--- config.mk ---
export PLATFORM = sky130hd
export DESIGN_NAME = ex_stage
export DESIGN_NICKNAME = d
export VERILOG_FILES = /design/src/rtl/ex_stage.sv
export SDC_FILE = /design/constraint.sdc
export NUM_CORES = 1
export LEC_CHECK = 0
export CAP_MARGIN = 20
export CORE_UTILIZATION = 28
export DETAILED_ROUTE_END_ITERATION = 10
export PLACE_DENSITY = 0.49
export SYNTH_ARGS = -nofsm -noshare
export SYNTH_HDL_FRONTEND = slang
export SYNTH_SLANG_ARGS = --single-unit
--- constraint.sdc ---
create_clock -name clk -period 0.8 [get_ports clk]
set_input_delay 0.08 -clock clk [delete_from_list [all_inputs] [get_ports clk]]
set_output_delay 0.08 -clock clk [all_outputs]
set_load 0.1 [all_outputs]
--- src/rtl/ex_stage.sv ---
// ex_stage: RV32I execute stage. Selects ALU operands, decodes the ALU
// operation, evaluates the branch condition, computes the branch/jump
// target, and registers all results into the EX/MEM boundary.
module ex_stage (
  input  logic        clk,
  input  logic        rst_n,
  input  logic [31:0] dataA,
  input  logic [31:0] dataB,
  input  logic [31:0] imm_ext,
  input  logic [31:0] PC,
  input  logic [31:0] instruction,
  input  logic [1:0]  ALUOp,
  input  logic        ALUSrc,
  input  logic        Branch,
  output logic [31:0] alu_result,
  output logic [31:0] mem_write_data,
  output logic        branch_taken,
  output logic [31:0] pc_target
);

  localparam logic [6:0] OPC_RTYPE = 7'b0110011;
  localparam logic [6:0] OPC_JALR  = 7'b1100111;

  localparam logic [1:0] ALU_ADD  = 2'b00;
  localparam logic [1:0] ALU_BR   = 2'b01;
  localparam logic [1:0] ALU_FUNC = 2'b10;
  localparam logic [1:0] ALU_PASS = 2'b11;

  // instruction field extraction
  logic [6:0] opcode;
  logic [2:0] funct3;
  logic       bit30;
  assign opcode = instruction[6:0];
  assign funct3 = instruction[14:12];
  assign bit30  = instruction[30];

  // remaining instruction bits are decoded upstream, not here
  logic unused_instr_bits;
  assign unused_instr_bits = ^{instruction[31], instruction[29:15], instruction[11:7]};

  // operand selection; the comparator always uses the raw register values
  logic [31:0] op_a, op_b;
  logic [4:0]  shamt;
  assign op_a  = dataA;
  assign op_b  = ALUSrc ? imm_ext : dataB;
  assign shamt = op_b[4:0];

  logic [31:0] sum_ab, diff_ab;
  assign sum_ab  = op_a + op_b;
  assign diff_ab = op_a - op_b;

  logic lt_s_ab, lt_u_ab;
  assign lt_s_ab = $signed(op_a) < $signed(op_b);
  assign lt_u_ab = op_a < op_b;

  // ALU result select
  logic [31:0] alu_d;
  always_comb begin
    alu_d = sum_ab;
    unique case (ALUOp)
      ALU_ADD:  alu_d = sum_ab;
      ALU_BR:   alu_d = diff_ab;
      ALU_PASS: alu_d = op_b;
      ALU_FUNC: begin
        unique case (funct3)
          // only R-type uses bit30 to select SUB; for ADDI it is an imm bit
          3'b000:  alu_d = (opcode == OPC_RTYPE && bit30) ? diff_ab : sum_ab;
          3'b001:  alu_d = op_a << shamt;
          3'b010:  alu_d = {31'd0, lt_s_ab};
          3'b011:  alu_d = {31'd0, lt_u_ab};
          3'b100:  alu_d = op_a ^ op_b;
          3'b101:  alu_d = bit30 ? 32'($signed(op_a) >>> shamt) : (op_a >> shamt);
          3'b110:  alu_d = op_a | op_b;
          default: alu_d = op_a & op_b;
        endcase
      end
      default:  alu_d = sum_ab;
    endcase
  end

  // branch comparator on register values, independent of ALUSrc
  logic br_eq, br_lt_s, br_lt_u;
  assign br_eq   = dataA == dataB;
  assign br_lt_s = $signed(dataA) < $signed(dataB);
  assign br_lt_u = dataA < dataB;

  // branch condition decode; 010/011 are not branch encodings
  logic cond;
  always_comb begin
    cond = 1'b0;
    unique case (funct3)
      3'b000:  cond = br_eq;
      3'b001:  cond = !br_eq;
      3'b100:  cond = br_lt_s;
      3'b101:  cond = !br_lt_s;
      3'b110:  cond = br_lt_u;
      3'b111:  cond = !br_lt_u;
      default: cond = 1'b0;
    endcase
  end

  logic taken_d;
  assign taken_d = Branch & cond;

  // target: JALR is register-relative with bit 0 cleared, else PC-relative
  logic [31:0] jalr_sum, pcrel_sum, tgt_d;
  assign jalr_sum  = dataA + imm_ext;
  assign pcrel_sum = PC + imm_ext;
  assign tgt_d     = (opcode == OPC_JALR) ? {jalr_sum[31:1], 1'b0} : pcrel_sum;

  // EX/MEM boundary registers
  logic [31:0] alu_q, wdata_q, tgt_q;
  logic        taken_q;
  always_ff @(posedge clk or negedge rst_n) begin
    if (!rst_n) begin
      alu_q   <= '0;
      wdata_q <= '0;
      taken_q <= 1'b0;
      tgt_q   <= '0;
    end else begin
      alu_q   <= alu_d;
      wdata_q <= dataB;
      taken_q <= taken_d;
      tgt_q   <= tgt_d;
    end
  end

  assign alu_result     = alu_q;
  assign mem_write_data = wdata_q;
  assign branch_taken   = taken_q;
  assign pc_target      = tgt_q;

endmodule

==> reports/qor.csv <==
stage,metric,value,unit
run,maxCapViolCount,0,
sta,fmax,317,MHz
placed_design,gp_congestion,0.998,
die,die_x,246,um
detailed_routing,firstDrtPassIters,5,
critical_path,path_common_cell,buf_4,
sta,fin_ws,-2.36,ns
layout,ff_latch_area,2550,um2
synth,synth-edff-count,0,
layout,nets,3770,
layout,syn2layout_area_growth,97.9,%
critical_path,cp_data_arrival_time,3.44,ns
critical_path,cp.required,1.08,ns
synth,synth_top_family_by_area,compound AO/OA/AOI/OAI gates,
detailed_routing,drt_wl_total,100,mm
synth,synth_largest_area_cell,ha_1,
synth,synth.ff_latch_count,97,
synth,avgSynthCellArea,7.48,um2
outcome,violations,setup timing,
die,top_level_ports,263,
global_routing,grt_max_degree,63,
sta,finalHoldViolations,0,
layout,drive_gt1_frac,0.521,
synth,netlist_top_cells_count,"a21oi_1 (220), nand2_1 (207), ha_1 (203)",
clock_tree,cts_root_buf,clkbuf_16,
die,initial_core_util,0.283,
power,leakagePower,0.0152,uW
synth,ys_top_cells_by_area,"ha_1 (15%), dfrtp_1 (15%), mux2i_1 (7.5%)",
placed_design,io_buffers,241,
synth,synthDistinctLibCells,94,
synth,synthFlopType,dfrtp_1,
critical_path,crit_type,input port to register,
clock_tree,htree_levels,3,
critical_path,crit_slowest_cell,a311o_1,
synth,yosysMostFrequentCell,a21oi_1,
sta,setup_viol_count_final,162,
synth,yosysSeqAreaShare,0.146,
synth,syn_inst,2229,
synth,netlist.area_leader.share,0.152,
die,die_h,246,um
detailed_routing,drt-vias-per-instance,5.51,
global_routing,grt_pass1_wl,146,mm
detailed_routing,drc,0,
die,die_area,60600,um2
synth,synth-compound-area-share,0.305,
sta,tightest_slew,0.866,ns
outcome,status,"complete, but fails checks",
layout,diodes,0,
critical_path,crit_family,compound AO/OA/AOI/OAI gates,
synth,synthMuxAreaShare,0.105,
detailed_routing,via_count,23021,
sta,min_period,3.16,ns
global_routing,first_global_vias,23169,
synth,syn-cell-area,16700,um2
critical_path,path_max_fanout,6,
synth,synth_simple_gate_area_frac,0.167,
synth,syn_nets,2602,
synth,synth_xor_area_frac,0.0562,
sta,fin_crit_sh,3.95,
critical_path,slowest_delay,0.42,ns
critical_path,startpoint_type,input port,
sta,drv_slew,0,
power,power_density,1390,nW/um2
sta,rsz0062_at_grt,yes,
layout,multi_input_area,16200,um2
detailed_routing,wl_per_cell,24.0,um
synth,synthAdderAreaFrac,0.157,
global_routing,grt_usage,0.323,
critical_path,cp_cell_sequence,buf_16 > buf_8 > o21ai_4 > inv_2 > ha_4 > buf_4 > buf_4 > a21o_1 > a32o_2 > nor3_4 > o31ai_4 > a311o_1 > nor2_2 > o21ai_1 > a211o_1 > o311ai_1 > o22ai_1,
clock_tree,cts_sinks,97,
placed_design,dpl.hpwl,76.5,mm
critical_path,worst_setup_path_end_kind,register,
sta,tns,-129.47,ns
hold_path,hold_path.class,input port to register,
die,fp-row-count,89,
sta,timing.slew.headroom,0.423,
clock_tree,cts_tree,built,
synth,yosysWarningCount,0,
critical_path,cp_num_buf_inv,5,
placed_design,pre_cts_ws,-3.65,ns
power,irDropWorstVdd,1.22,mV
global_routing,antenna_found_initial,1,
layout,n_fill_cell,5269,
clock_tree,path_clk_slew,0.08,ns
detailed_routing,drt.antenna.violating_nets,0,
global_routing,gr-total-overflow,0,
detailed_routing,drt_iter0_drc,2077,
die,core-area,58900,um2
clock_tree,cts_max_path_buffers,2,
clock_tree,cts_made_buffers,9,
synth,async_flop_share,1.00,
[worst paths after layout]
check,endpoint,slack (ns),cells past startpoint,from
max,alu_result[31],-2.36,17,ALUSrc
max in group asynchronous,pc_target[5],0.18,3,rst_n
min in group asynchronous,alu_result[25],0.08,2,rst_n
min,mem_write_data[9],0.04,3,dataB[9]
[routing by layer]
layer / wire (um) / GRT usage / vias up
met5: 0 / 0 / -
met4: 4240 / 0.123 / 0
met3: 6430 / 0.0282 / 198
met2: 45400 / 0.522 / 987
met1: 44200 / 0.443 / 11330
li1: - / - / 10506
[area by class of cell]
cell class | instances | share of cell area
repair buffers | 1288 | 0.376
inverters | 138 | 0.0165
well taps | 773 | 0.0293
flip-flops and latches | 97 | 0.0772
clock buffers | 9 | 0.00682
clock inverters | 7 | 0.00231
multi-input cells | 1863 | 0.492
[cell families after synthesis]
logic type,count (synthesis)
AO/OA/AOI/OAI,790
XOR/XNOR,107
adder cells (fa/ha/maj),207
multiplexers,152
buffers and inverters,269
flip-flops,97
AND/OR/NAND/NOR,607
[timing repair]
item	in CTS	in global routing
resized for setup	794	179
buffers inserted	153	43
hold buffers	17	2
cloned	10	4
pin swaps	286	176
endpoints found under the hold margin	113	2
setup endpoints to repair	162	162
[registers in the layout, summed over array words and instances, names as in the netlist]
register,count
mem_write_data,32
branch_taken,1
alu_result,32
pc_target,32
[cell usage in the layout (no fill, tap or decap), types with 42 or more instances in the layout]
cell and instances:
buf_4 849, a21o_1 68, buf_6 128, xnor2_1 48
inv_1 112, a21oi_1 153, mux2i_1 105, o21ai_0 95
ha_4 65, dlygate4sd2_1 42, nand2_1 189, buf_12 130
nor2_1 158, dfrtp_2 96, a21oi_2 57, ha_1 127
o21ai_1 60
[stage by stage]
stage	power, uW	instances	util	instance area, um2	hold slack (ns)
floorplan	22000	2229	-	17800	-0.216
global placement	35700	3972	0.476	28000	-0.0309
detailed placement	35900	3972	0.476	28000	-0.0260
CTS	44300	4147	0.543	32000	0.0250
global route	47700	4175	0.560	33000	0.0475
finish	45800	4175	0.560	33000	0.0366
[power by group]
part           internal [uW]  switching, uW
clock network           2460           2550
logic                  15500          18900
registers               5790            647
(Power assumes the default switching activity.)
